## config.mk

```make
export PLATFORM = sky130hd
export DESIGN_NAME = pulse_generator_flat
export DESIGN_NICKNAME = d
export VERILOG_FILES = /design/src/rtl/pulse_generator_pkg.sv /design/src/rtl/pulse_generator_if.sv /design/src/rtl/pulse_generator_rate_divider.sv /design/src/rtl/pulse_generator.sv /design/src/flat_wrapper.sv
export SDC_FILE = /design/constraint.sdc
export NUM_CORES = 1
export LEC_CHECK = 0
export ABC_AREA = 1
export CAP_MARGIN = 10
export CORE_ASPECT_RATIO = 1.5
export CORE_MARGIN = 8
export CORE_UTILIZATION = 30
export DETAILED_ROUTE_END_ITERATION = 8
export PLACE_DENSITY = 0.47
export SLEW_MARGIN = 25
export SYNTH_ARGS = -nofsm -noshare
export SYNTH_HDL_FRONTEND = slang
export SYNTH_SLANG_ARGS = --single-unit
export TNS_END_PERCENT = 1
```

## constraint.sdc

```tcl
create_clock -name clk -period 13 [get_ports clk]
set_clock_uncertainty 0.05 [all_clocks]
set_input_delay 3.25 -clock clk [delete_from_list [all_inputs] [get_ports clk]]
set_output_delay 3.25 -clock clk [all_outputs]
set_load 0.01 [all_outputs]
```

## src/rtl/pulse_generator_pkg.sv

```systemverilog
// Shared rpm configuration: clock rate and bus widths used by the generator and the counter.
// Latency: n/a (constants only).
// Backpressure: n/a.
package pulse_generator_pkg;

  localparam int CFG_CLK_RATE  = 50_000_000;  // clock frequency in Hz, also the period dividend
  localparam int CFG_RPM_WIDTH = 16;          // width of the rate command
  localparam int CFG_DIV_WIDTH = 32;          // width of period and phase counters

  // Shortest period that still produces a square wave (clk/2).
  localparam int MIN_PERIOD = 2;

endpackage

```

## src/rtl/pulse_generator_if.sv

```systemverilog
// Rate command / pulse output bundle between a rate source and the pulse generator.
// Latency: n/a (wires only).
// Backpressure: none; pulse_rate_change is a level-toggle strobe, no handshake back.
// Ports: pulse_rate, pulse_rate_change (master -> slave); pulse, busy, active (slave -> master).
interface pulse_generator_if
  import pulse_generator_pkg::*;
#(
  parameter int RPM_WIDTH = CFG_RPM_WIDTH
);

  logic [RPM_WIDTH-1:0] pulse_rate;
  logic                 pulse_rate_change;
  logic                 pulse;
  logic                 busy;
  logic                 active;

  modport master (
    output pulse_rate, pulse_rate_change,
    input  pulse, busy, active
  );

  modport slave (
    input  pulse_rate, pulse_rate_change,
    output pulse, busy, active
  );

endinterface

```

## src/rtl/pulse_generator_rate_divider.sv

```systemverilog
// Iterative restoring unsigned divider, one quotient bit per cycle; divide-by-zero yields 0.
// Latency: start sampled at edge T, done/quotient valid after edge T+DIV_WIDTH.
// Backpressure: start is ignored while busy; caller must hold requests until busy is low.
// Ports: clk, rst, start, dividend, divisor in; busy, done (1-cycle), quotient out.
module rate_divider
  import pulse_generator_pkg::*;
#(
  parameter int DIV_WIDTH = CFG_DIV_WIDTH,
  parameter int DEN_WIDTH = CFG_RPM_WIDTH
) (
  input  logic                 clk,
  input  logic                 rst,
  input  logic                 start,
  input  logic [DIV_WIDTH-1:0] dividend,
  input  logic [DEN_WIDTH-1:0] divisor,
  output logic                 busy,
  output logic                 done,
  output logic [DIV_WIDTH-1:0] quotient
);

  localparam int CW = $clog2(DIV_WIDTH + 1);

  logic [DIV_WIDTH-1:0] rem;
  logic [DIV_WIDTH-1:0] quo;   // holds remaining dividend bits, quotient shifts in from the bottom
  logic [DEN_WIDTH-1:0] den;
  logic [CW-1:0]        steps;
  logic [DIV_WIDTH-1:0] den_ext;
  logic [DIV_WIDTH:0]   shifted;
  logic [DIV_WIDTH-1:0] trial;
  logic                 fits;

  always_comb begin
    den_ext = {{(DIV_WIDTH - DEN_WIDTH){1'b0}}, den};
    shifted = {rem, quo[DIV_WIDTH-1]};
    fits    = shifted >= {1'b0, den_ext};
    // When fits, the true difference is below den, so the low bits are exact.
    trial   = shifted[DIV_WIDTH-1:0] - den_ext;
  end

  always_ff @(posedge clk or posedge rst) begin
    if (rst) begin
      rem   <= '0;
      quo   <= '0;
      den   <= '0;
      steps <= '0;
      busy  <= 1'b0;
      done  <= 1'b0;
    end else begin
      done <= 1'b0;
      if (!busy && start) begin
        rem   <= '0;
        quo   <= dividend;
        den   <= divisor;
        steps <= CW'(DIV_WIDTH);
        busy  <= 1'b1;
      end else if (busy) begin
        rem   <= fits ? trial : shifted[DIV_WIDTH-1:0];
        quo   <= {quo[DIV_WIDTH-2:0], fits};
        steps <= steps - CW'(1);
        if (steps == CW'(1)) begin
          busy <= 1'b0;
          done <= 1'b1;
        end
      end
    end
  end

  // A zero divisor runs the full schedule but reports 0.
  assign quotient = (den == '0) ? '0 : quo;

endmodule

```

## src/rtl/pulse_generator.sv

```systemverilog
// Square pulse train at a commanded rate (pulses/s); period = CLK_RATE / rate, clamped to >= 2.
// Latency: toggle seen at edge T -> period applied at T+DIV_WIDTH+1 when idle, first pulse high after T+DIV_WIDTH+2.
// Backpressure: none; requests during a division park in a single last-value-wins slot.
// Ports: clk, rst (async, active-high); bus.slave carries pulse_rate/pulse_rate_change in, pulse/busy/active out.
module pulse_generator
  import pulse_generator_pkg::*;
#(
  parameter int CLK_RATE  = CFG_CLK_RATE,
  parameter int RPM_WIDTH = CFG_RPM_WIDTH,
  parameter int DIV_WIDTH = CFG_DIV_WIDTH
) (
  input  logic             clk,
  input  logic             rst,
  pulse_generator_if.slave bus
);

  logic                 chg_q;
  logic                 req;
  logic                 start;
  logic                 pend;
  logic [RPM_WIDTH-1:0] pend_rate;
  logic [RPM_WIDTH-1:0] div_rate;
  logic                 cur_zero;
  logic                 div_busy;
  logic                 div_done;
  logic [DIV_WIDTH-1:0] quo;
  logic [DIV_WIDTH-1:0] new_period;
  logic [DIV_WIDTH-1:0] period;
  logic [DIV_WIDTH-1:0] nxt_period;
  logic                 nxt_vld;
  logic [DIV_WIDTH-1:0] cnt;
  logic                 active_q;
  logic                 pulse_q;
  logic                 wrap;

  // Any level change on the strobe is a request.
  assign req   = bus.pulse_rate_change != chg_q;
  // A fresh request supersedes the parked one (last value wins).
  assign start = !div_busy && (req || pend);
  assign div_rate = req ? bus.pulse_rate : pend_rate;

  // Rate 0 gives period 0 (stop); any other small quotient is clamped to clk/2.
  assign new_period = cur_zero ? '0
                    : (quo < DIV_WIDTH'(MIN_PERIOD)) ? DIV_WIDTH'(MIN_PERIOD) : quo;

  assign wrap = active_q && (cnt == period - DIV_WIDTH'(1));

  rate_divider #(
    .DIV_WIDTH (DIV_WIDTH),
    .DEN_WIDTH (RPM_WIDTH)
  ) u_div (
    .clk      (clk),
    .rst      (rst),
    .start    (start),
    .dividend (DIV_WIDTH'(CLK_RATE)),
    .divisor  (div_rate),
    .busy     (div_busy),
    .done     (div_done),
    .quotient (quo)
  );

  // Request capture: toggle history, pending slot, zero-rate flag of the running division.
  always_ff @(posedge clk or posedge rst) begin
    if (rst) begin
      chg_q     <= 1'b0;
      pend      <= 1'b0;
      pend_rate <= '0;
      cur_zero  <= 1'b0;
    end else begin
      chg_q <= bus.pulse_rate_change;
      if (req && div_busy) begin
        pend      <= 1'b1;
        pend_rate <= bus.pulse_rate;
      end else if (start) begin
        pend <= 1'b0;
      end
      if (start) cur_zero <= (div_rate == '0);
    end
  end

  // Period application and phase counter. While running, a new period only
  // lands on a wrap so every emitted pulse is full length.
  always_ff @(posedge clk or posedge rst) begin
    if (rst) begin
      period     <= '0;
      nxt_period <= '0;
      nxt_vld    <= 1'b0;
      cnt        <= '0;
      active_q   <= 1'b0;
      pulse_q    <= 1'b0;
    end else begin
      if (div_done && !active_q) begin
        period   <= new_period;
        cnt      <= '0;
        active_q <= (new_period != '0);
        nxt_vld  <= 1'b0;
      end else if (wrap) begin
        cnt <= '0;
        if (div_done) begin
          period   <= new_period;
          active_q <= (new_period != '0);
          nxt_vld  <= 1'b0;
        end else if (nxt_vld) begin
          period   <= nxt_period;
          active_q <= (nxt_period != '0);
          nxt_vld  <= 1'b0;
        end
      end else begin
        if (active_q) cnt <= cnt + DIV_WIDTH'(1);
        if (div_done) begin
          nxt_period <= new_period;
          nxt_vld    <= 1'b1;
        end
      end
      pulse_q <= active_q && (cnt < (period >> 1));
    end
  end

  assign bus.pulse  = pulse_q;
  assign bus.busy   = div_busy;
  assign bus.active = active_q;

endmodule

```

## src/flat_wrapper.sv

```systemverilog
// flat-port wrapper written by rule: the top's interface ports become plain ports
module pulse_generator_flat import pulse_generator_pkg::*;
#(
  parameter int CLK_RATE  = CFG_CLK_RATE,
  parameter int RPM_WIDTH = CFG_RPM_WIDTH,
  parameter int DIV_WIDTH = CFG_DIV_WIDTH
)
  (clk, rst, bus_pulse_rate, bus_pulse_rate_change, bus_pulse, bus_busy, bus_active);
  pulse_generator_if #(.RPM_WIDTH(RPM_WIDTH)) bus_i ();
  input  logic clk;
  input  logic rst;
  input wire logic [$bits(bus_i.pulse_rate)-1:0] bus_pulse_rate;
  input wire logic [$bits(bus_i.pulse_rate_change)-1:0] bus_pulse_rate_change;
  output wire logic [$bits(bus_i.pulse)-1:0] bus_pulse;
  output wire logic [$bits(bus_i.busy)-1:0] bus_busy;
  output wire logic [$bits(bus_i.active)-1:0] bus_active;
  assign bus_i.pulse_rate = bus_pulse_rate;
  assign bus_i.pulse_rate_change = bus_pulse_rate_change;
  assign bus_pulse = bus_i.pulse;
  assign bus_busy = bus_i.busy;
  assign bus_active = bus_i.active;
  pulse_generator #(.CLK_RATE(CLK_RATE), .RPM_WIDTH(RPM_WIDTH), .DIV_WIDTH(DIV_WIDTH)) u_core (.clk(clk), .rst(rst), .bus(bus_i));
endmodule
```

==> metrics, run 1 <==
Max Cap Viol 0; worst r2r dst u_core.bus.active; Hold Violations, Final 0; Critical Path Source bus_pulse_rate_change; Cell Area, Synth 13000 sq um; Antenna Nets Post-Route 0; CP Data Required Time 13.40 ns; NumNets Final 1901; maximum clock path buffer count 3; CP Data Arrival Time 5.43 ns; CTS Hold Bufs 0; Clk pin slew, worst setup/hold paths 0.06 ns; # clock sinks 206; critical path capture point type flop; CTS tree done; min-delay src u_core.pend_rate[12]; RSZ-0062 raised after global routing no; starting density of the core 30.4%; Hold Path End u_core.pend_rate[12]; wire per inst 15.1 um; Worst slew margin 37.6%; Setup CP Type in2reg; via count 11.6k; fillcell total 4650; Reg-to-Reg Start u_core.period[0]; register area share after synthesis 39.5%; number of buffers created by CTS 26; CP max FO 63; core footprint 42900 sq um; fmax 0.199 GHz; Synth top area share 39.5%; asr flop ratio synth 100%; std cell rows 93; post-CTS setup buffers 0; layout cells sized above 1 4.11%; global placement routability congestion 0.850; Worst-Margin Slew 0.935 ns; Residual DRC 0; Die Y 271 um; die area 50500 sq um; Worst setup SP type primary input; number of flops mapped to enable cells by yosys 0; post-synth cell types 47; Yosys reg bits 206; Final TNS setup 0 ns; Final Slew Violations 0; DRT Pass-1 Iters 5; Worst-Skew Late Latency 0.55 ns; Post-Layout Inst Area 14700 sq um; final worst path period share 38.7%; Peak VDD IR 0.000145 V; minimum clock period after layout 5.03 ns; Root Driver clkbuf_16; H-tree levels 1; flop2flop setup slack 9.07 ns; leading area contributor after synthesis dfrtp_1; multi-input logic area 6610 sq um; WHS Path Cells 2; Synth-to-Final Area Change 12.7%; reg2reg path depth 18; Avg Inst Size Synth 7.11 sq um; global-route wire length before repair 61.3 mm; largest cells by area after synthesis dfrtp_1, nand2_1, inv_1; ant diodes 0; Yosys warning count 0; Die Wd 186 um; post_cts resized 0; cell count after synthesis 1835; largest net degree at the start of global routing 138; Total Power 1.99 mW; worst hold path type reg2reg; syn_nets 1905; initial antenna violation count 0; total routed wirelength 36.4 mm; dominant synthesized flop cell dfrtp_1; status finished, final reports clean; Sequential Area 5150 sq um; Lkg Pwr 7.40 nW; HPWL after DPL 26.7 mm; I/O Buffers 21; vias in the first global route 11.8k; total track usage 14.8%; Iteration-0 DRC Markers 587; pwr/cell area 136 nW/um^2; Area after DPL 13800 sq um; boundary pin count 22; vias per cell 4.78; Final setup viols 0; total grt overflow 0
-- where the power goes --
part	total, mW	switching (mW)	leakage [nW]	internal, mW
combinational	0.473	0.308	4.36	0.166
clock	0.763	0.299	0.437	0.464
sequential	0.757	0.0484	2.60	0.708
total	1.99	0.655	7.40	1.34
-- stage by stage --
stage	std cells	worst slack [ns]	hold slack, ns	util, %
6_report	2419	7.97	0.438	34.2
4_1_cts	2419	7.95	0.443	34.2
3_3_place_gp	2373	7.37	0.419	32.1
5_1_grt	2419	7.77	0.457	34.2
2_1_floorplan	1835	4.08	0.386	-
3_5_place_dp	2373	7.35	0.427	32.1
-- worst max path at each step --
stage / endpoint / slack, ns / cells after the start
finish: u_core.u_div.rem[22] / 7.97 / 12
CTS: u_core.cnt[27] / 7.95 / 3
global route: u_core.u_div.rem[27] / 7.77 / 12
detailed placement: u_core.nxt_period[1] / 7.35 / 3
floorplan: u_core.bus.active / 4.08 / 1
global placement: u_core.nxt_period[1] / 7.37 / 3
-- layer usage --
layer	global-route usage, %	routed length [um]
met5	0	0
met4	5.59	1210
met3	1.98	994
met2	27.8	19500
met1	16.5	14800
-- flip-flops by register name, indices dropped and copies added, names as in the netlist, 6 cells and up --
name and count:
u_core.u_div.den 16, u_core.u_div.steps 6, u_core.pend_rate 16, u_core.u_div.rem 32, u_core.u_div.quo 32, u_core.nxt_period 32, u_core.period 32, u_core.cnt 32
-- cells in the mapped netlist (2+ instances only) --
cell,count
ha_1,50
buf_6,2
and3_1,2
o221ai_1,4
nand2_1,442
o211ai_1,5
nor2_2,4
nor3_1,24
xor2_1,43
buf_1,4
a21o_1,2
nor2_1,185
o21ai_1,28
dfrtp_1,206
nand4_1,33
clkinv_1,2
nand3b_1,5
or2_2,3
a22o_1,2
o22ai_1,47
a21boi_0,2
nand3_2,2
nand3_1,136
inv_1,257
inv_2,4
a31oi_1,2
xnor2_1,21
clkbuf_1,43
a211oi_1,3
o21ai_0,165
a21oi_1,66
buf_2,13
nor4_1,10
buf_4,5
-- layout make-up --
class,count,area share (%)
clock buffers,31,4.76
clock inverters,15,1.40
inverters,263,6.80
multi-input cells,1299,45.0
flip-flops and latches,206,35.1
well taps,570,4.85
repair buffers,35,2.14
-- kinds of logic (layout without fill, tap and decap cells) --
group / count (synthesis) / after routing / share of synthesized area (%)
simple gates: 850 / 850 / 27.4
fa+ha+maj: 51 / 51 / 4.95
compound gates: 334 / 334 / 13.9
buf+inv: 330 / 344 / 9.88
xor+xnor: 64 / 64 / 4.30
flops: 206 / 206 / 39.5
-- cell usage in the layout, fill, tap and decap left out, drive strengths merged, types with 2 or more instances in the layout --
| cell | n |
|---|---|
| clkdlybuf4s50 | 21 |
| a22o | 2 |
| o211ai | 5 |
| clkbuf | 31 |
| nand3b | 5 |
| inv | 261 |
| and3 | 2 |
| a21oi | 66 |
| ha | 50 |
| nand2 | 443 |
| a31oi | 2 |
| nor4 | 10 |
| o21ai | 194 |
| a21boi | 2 |
| clkinvlp | 3 |
| bufinv | 4 |
| xnor2 | 21 |
| nor3 | 24 |
| buf | 14 |
| a21o | 2 |
| clkinv | 10 |
| o221ai | 4 |
| o22ai | 47 |
| nand4 | 33 |
| xor2 | 43 |
| or2 | 3 |
| a211oi | 3 |
| nor2 | 190 |
| nand3 | 138 |
| dfrtp | 206 |
-- worst max-delay path, cell delays in order --
cell and delay, ns:
clkdlybuf4s50_1 0.50, inv_1 0.05, nand2_1 0.09, nand2_1 0.06, buf_4 0.22, nand2_1 0.12, nor2_1 0.05, buf_4 0.22
inv_2 0.06, buf_4 0.52, nand4_1 0.16, o21ai_0 0.11
Note: power is estimated with default switching activity, not from simulation.
==> run 2, diff against run 1 <==
--- a/config.mk
+++ b/config.mk
@@ -11,7 +11,7 @@
 export CORE_MARGIN = 8
 export CORE_UTILIZATION = 30
 export DETAILED_ROUTE_END_ITERATION = 8
-export PLACE_DENSITY = 0.47
+export PLACE_DENSITY = 0.49
 export SLEW_MARGIN = 25
 export SYNTH_ARGS = -nofsm -noshare
 export SYNTH_HDL_FRONTEND = slang
==> constraint.sdc (replaced) <==
create_clock -name clk -period 4.6 [get_ports clk]
set_clock_uncertainty 0.05 [all_clocks]
set_input_delay 1.15 -clock clk [delete_from_list [all_inputs] [get_ports clk]]
set_output_delay 1.15 -clock clk [all_outputs]
set_load 0.01 [all_outputs]
==> metrics, run 2 (same netlist as run 1, synthesis figures left out) <==
status finished, final reports clean; total track usage 14.8% (-0.046 points); core footprint 42900 sq um (unchanged); Die Wd 186 um (unchanged); global placement routability congestion 0.893 (+5.1%); post_cts resized 0 (unchanged); pwr/cell area 378 nW/um^2 (+180%); Peak VDD IR 0.000322 V (+120%); worst hold path type reg2reg; die area 50500 sq um (unchanged); HPWL after DPL 27.1 mm (+1.7%); Worst setup SP type flop; final worst path period share 78.0%; Max Cap Viol 0 (unchanged); Iteration-0 DRC Markers 706 (+20%); minimum clock period after layout 3.59 ns; # clock sinks 206 (unchanged); Antenna Nets Post-Route 0 (unchanged); fillcell total 4612 (-0.82%); I/O Buffers 21 (unchanged); RSZ-0062 raised after global routing no; vias per cell 4.82 (+0.77%); Area after DPL 13800 sq um (+0.44%); Die Y 271 um (unchanged); number of buffers created by CTS 25 (-3.8%); most common cell after layout, fill and taps aside nand2_1; CP Data Arrival Time 3.96 ns (-1.47 ns); Worst-Margin Slew 0.929 ns (-0.00611 ns); critical path capture point type flop; Clk pin slew, worst setup/hold paths 0.06 ns (about the same); CTS tree done; Worst-Skew Late Latency 0.55 ns (about the same); starting density of the core 30.4% (unchanged); DRT Pass-1 Iters 5 (unchanged); initial antenna violation count 0 (unchanged); wire per inst 15.1 um (about the same); H-tree levels 1 (unchanged); largest net degree at the start of global routing 89 (-36%); CTS Hold Bufs 0 (unchanged); total routed wirelength 36.5 mm (+0.30%); post-CTS setup buffers 0 (unchanged); Final TNS setup 0 ns (unchanged); Setup CP Type reg2reg; Root Driver clkbuf_16; Lkg Pwr 7.42 nW (+0.29%); Hold Violations, Final 0 (unchanged); fmax 0.279 GHz; std cell rows 93 (unchanged); boundary pin count 22 (unchanged); Synth-to-Final Area Change 12.8%; layout cells sized above 1 4.37% (+0.26 points); total grt overflow 0 (unchanged); vias in the first global route 11.9k (+0.38%); Residual DRC 0 (unchanged); Post-Layout Inst Area 14700 sq um (+0.13%); Worst slew margin 38.0% (+0.41 points); commonest non-fill, non-tap cells in the layout nand2_1, inv_1, dfrtp_1; Final setup viols 0 (unchanged); CP max FO 34 (-46%); Final Slew Violations 0 (unchanged); NumNets Final 1908 (+0.37%); ant diodes 0 (unchanged); end-of-flow core utilization 34.3% (+0.044 points); CP Data Required Time 4.97 ns (-8.43 ns); via count 11.7k (+1.0%); maximum clock path buffer count 3 (unchanged); global-route wire length before repair 60.8 mm (-0.79%)
## run 2: routing by layer
layer / GRT usage, % / wire (um)
met4: 6.03 / 1320
met3: 1.68 / 957
met5: 0 / 0
met2: 27.7 / 19500
met1: 16.4 / 14800
## run 2: cell type report
class	instances	area (sq um)	share of cell area (%)
clock buffer	37	761	5.17
inverter	263	992	6.74
multi-input combinational	1299	6610	44.9
tap	570	713	4.84
clock inverter	7	105	0.714
sequential	206	5150	35.0
timing repair buffer	43	388	2.63
## run 2: report_power, final
group	total, mW	switching [mW]	leakage [nW]	internal, mW
clock network	2.09	0.830	0.422	1.26
registers	2.14	0.136	2.60	2.00
logic	1.35	0.873	4.39	0.472
total	5.57	1.84	7.42	3.73
## run 2: path summary, 6_finish.rpt
check	startpoint	end	slack (ns)	cells after the start
worst max-delay path	u_core.period[0]	u_core.nxt_period[10]	1.01	16
worst min-delay path	u_core.u_div.steps[5]	u_core.u_div.done	0.42	1
worst max register to register	u_core.period[0]	u_core.nxt_period[10]	1.01	16
worst min register to register	u_core.u_div.steps[5]	u_core.u_div.done	0.42	1
max in group asynchronous	rst	u_core.cnt[28]	2.93	3
min in group asynchronous	rst	u_core.u_div.quo[4]	1.04	3
## run 2: stage by stage
| stage | hold slack, ns | worst slack (ns) | cells | power [mW] |
|---|---|---|---|---|
| after global placement | 0.411 | 1.02 | 2381 | 3.50 |
| after global routing | 0.452 | 0.599 | 2425 | 5.93 |
| after floorplan | 0.386 | 0.728 | 1835 | 3.15 |
| final | 0.425 | 1.01 | 2425 | 5.57 |
| after detailed placement | 0.415 | 0.988 | 2381 | 3.52 |
| after CTS | 0.425 | 0.946 | 2425 | 5.64 |
## run 2: worst max-delay path, stage by stage, from the launching register on
cell and delay [ns]:
dfrtp_1 0.40, inv_1 0.12, ha_1 0.28, nand2_1 0.15, nor2_2 0.45, nand2_1 0.18
nor2_1 0.27, nand3_1 0.11, nand2_1 0.07, nand2_1 0.05, nand3_1 0.08, nor2_1 0.05
nand3_2 0.13, nand3_2 0.45, buf_4 0.43, nand2_1 0.08, o21ai_0 0.08
==> run 3, diff against run 2 <==
==> constraint.sdc (replaced) <==
create_clock -name clk -period 3.1 [get_ports clk]
set_clock_uncertainty 0.05 [all_clocks]
set_input_delay 0.775 -clock clk [delete_from_list [all_inputs] [get_ports clk]]
set_output_delay 0.775 -clock clk [all_outputs]
set_load 0.01 [all_outputs]
==> metrics, run 3 (same netlist as run 1, synthesis figures left out) <==
die area 50500 sq um (unchanged); initial antenna violation count 0 (unchanged); vias in the first global route 12.0k (+1.4%); Iteration-0 DRC Markers 531 (-25%); std cell rows 93 (unchanged); HPWL after DPL 27.6 mm (+1.7%); Post-Layout Inst Area 15000 sq um (+1.9%); layout cells sized above 1 5.84% (+1.5 points); Synth-to-Final Area Change 15.0%; CP max FO 17 (-50%); pwr/cell area 553 nW/um^2 (+46%); commonest non-fill, non-tap cells in the layout nand2_1, inv_1, dfrtp_1; total grt overflow 0 (unchanged); final cell count without fillers 2455 (+1.2%); worst r2r dst u_core.period[22]; CTS tree done; vias per cell 4.78 (-0.74%); met2 Resource Use GR 28.6% (+0.84 points); I/O Buffers 21 (unchanged); most common cell after layout, fill and taps aside nand2_1; Root Driver clkbuf_16; reg2reg path depth 16 (unchanged); RSZ-0062 raised after global routing no; DRT Pass-1 Iters 5 (unchanged); maximum clock path buffer count 3 (unchanged); Worst-Skew Late Latency 0.55 ns (about the same); end-of-flow core utilization 34.9% (+0.66 points); fmax 0.354 GHz (+27%); Reg-to-Reg Start u_core.period[3]; Placed Instances 2408 (+1.1%); Clk pin slew, worst setup/hold paths 0.06 ns (about the same); met3 GRT Util 1.81% (+0.12 points); post-CTS setup buffers 0 (unchanged); Final setup viols 0 (unchanged); Area after DPL 14100 sq um (+2.0%); number of buffers created by CTS 26 (+4.0%); M1 GR Usage 16.5% (+0.10 points); Worst slew margin 48.6% (+11 points); minimum clock period after layout 2.83 ns (-0.758 ns); most used routing layer met2; worst hold path type reg2reg; boundary pin count 22 (unchanged); largest net degree at the start of global routing 86 (-3.4%); Hold Violations, Final 0 (unchanged); ant diodes 0 (unchanged); min-delay src u_core.u_div.steps[4]; Final Slew Violations 0 (unchanged); via count 11.7k (+0.49%); CP Data Arrival Time 3.25 ns (-0.71 ns); Die Wd 186 um (unchanged); total routed wirelength 37.1 mm (+1.6%); Lkg Pwr 7.57 nW (+2.0%); # clock sinks 206 (unchanged); final worst path period share 91.2% (+13 points); NumNets Final 1936 (+1.5%); Placement Setup Slack 0.179 ns (-0.809 ns); H-tree levels 1 (unchanged); total track usage 15.0% (+0.22 points); wire per inst 15.1 um (+0.40%); Max Cap Viol 0 (unchanged); Die Y 271 um (unchanged); flop2flop setup slack 0.27 ns (-0.74 ns); final setup margin 0.271 ns (-0.742 ns); core footprint 42900 sq um (unchanged); CP Data Required Time 3.53 ns (-1.44 ns); global placement routability congestion 0.928 (+3.8%); Total Power 8.29 mW (+49%); Antenna Nets Post-Route 0 (unchanged); WHS Path Cells 1 (unchanged); Peak VDD IR 0.000408 V (+27%); global-route wire length before repair 61.8 mm (+1.6%); starting density of the core 30.4% (unchanged); Worst-Margin Slew 0.770 ns (-0.160 ns); status finished, final reports clean; Residual DRC 0 (unchanged); Worst setup SP type flop; Hold Path End u_core.u_div.done; Setup CP Type reg2reg; critical path capture point type flop
## run 3: power breakdown
group          internal, mW  total [mW]  switching, mW  leakage (nW)
clock network          1.83        3.06           1.23         0.428
logic                 0.755        2.05           1.29          4.54
registers              2.97        3.18          0.210          2.60
## run 3: worst max path at each step
stage,from,endpoint,slack (ns),depth (start not counted)
3_3_place_gp,bus_pulse_rate_change,u_core.cur_zero,0.20,10
4_1_cts,u_core.period[0],u_core.period[27],0.25,16
5_1_grt,u_core.period[0],u_core.period[23],0.0008,16
6_report,u_core.period[3],u_core.period[22],0.27,16
3_5_place_dp,bus_pulse_rate_change,u_core.cur_zero,0.18,10
2_1_floorplan,rst,u_core.bus.active,-0.40,1
## run 3: timing repair
item | CTS | global route
endpoints found under the hold margin | 0 | 0
setup endpoints to repair | 0 | 17
resized for setup | 0 | 2
hold buffers | 0 | 0
## run 3: through the flow
step,setup TNS [ns],hold WS (ns)
after CTS,0,0.420
after global routing,0,0.431
final,0,0.421
after floorplan,-81.84,0.386
after global placement,0,0.412
after detailed placement,0,0.413
## run 3: cell type report
class	count	area, sq um
sequential	206	5150
fill	4555	27900
clock buffer	35	734
timing repair buffer	70	666
multi-input combinational	1299	6610
inverter	263	991
clock inverter	12	131
tap	570	713
## run 3: metal layers
metal | vias up | wire (um)
met3 | 71 | 938
li1 | 6022 | -
met5 | - | 0
met2 | 145 | 20000
met1 | 5497 | 15000
met4 | 0 | 1220
## run 3: worst max-delay path, stage by stage, from the launching register on
cell	delay, ns
dfrtp_1	0.44
nor2_1	0.24
nand2_1	0.16
nor2_4	0.24
nand2_1	0.18
clkinv_1	0.11
nand3_1	0.07
nand2_1	0.08
nand2_1	0.05
nor2_1	0.08
nand2_1	0.05
nor2_1	0.14
nand3_2	0.15
o21ai_4	0.19
buf_4	0.29
nand3_1	0.11
nand2_1	0.10
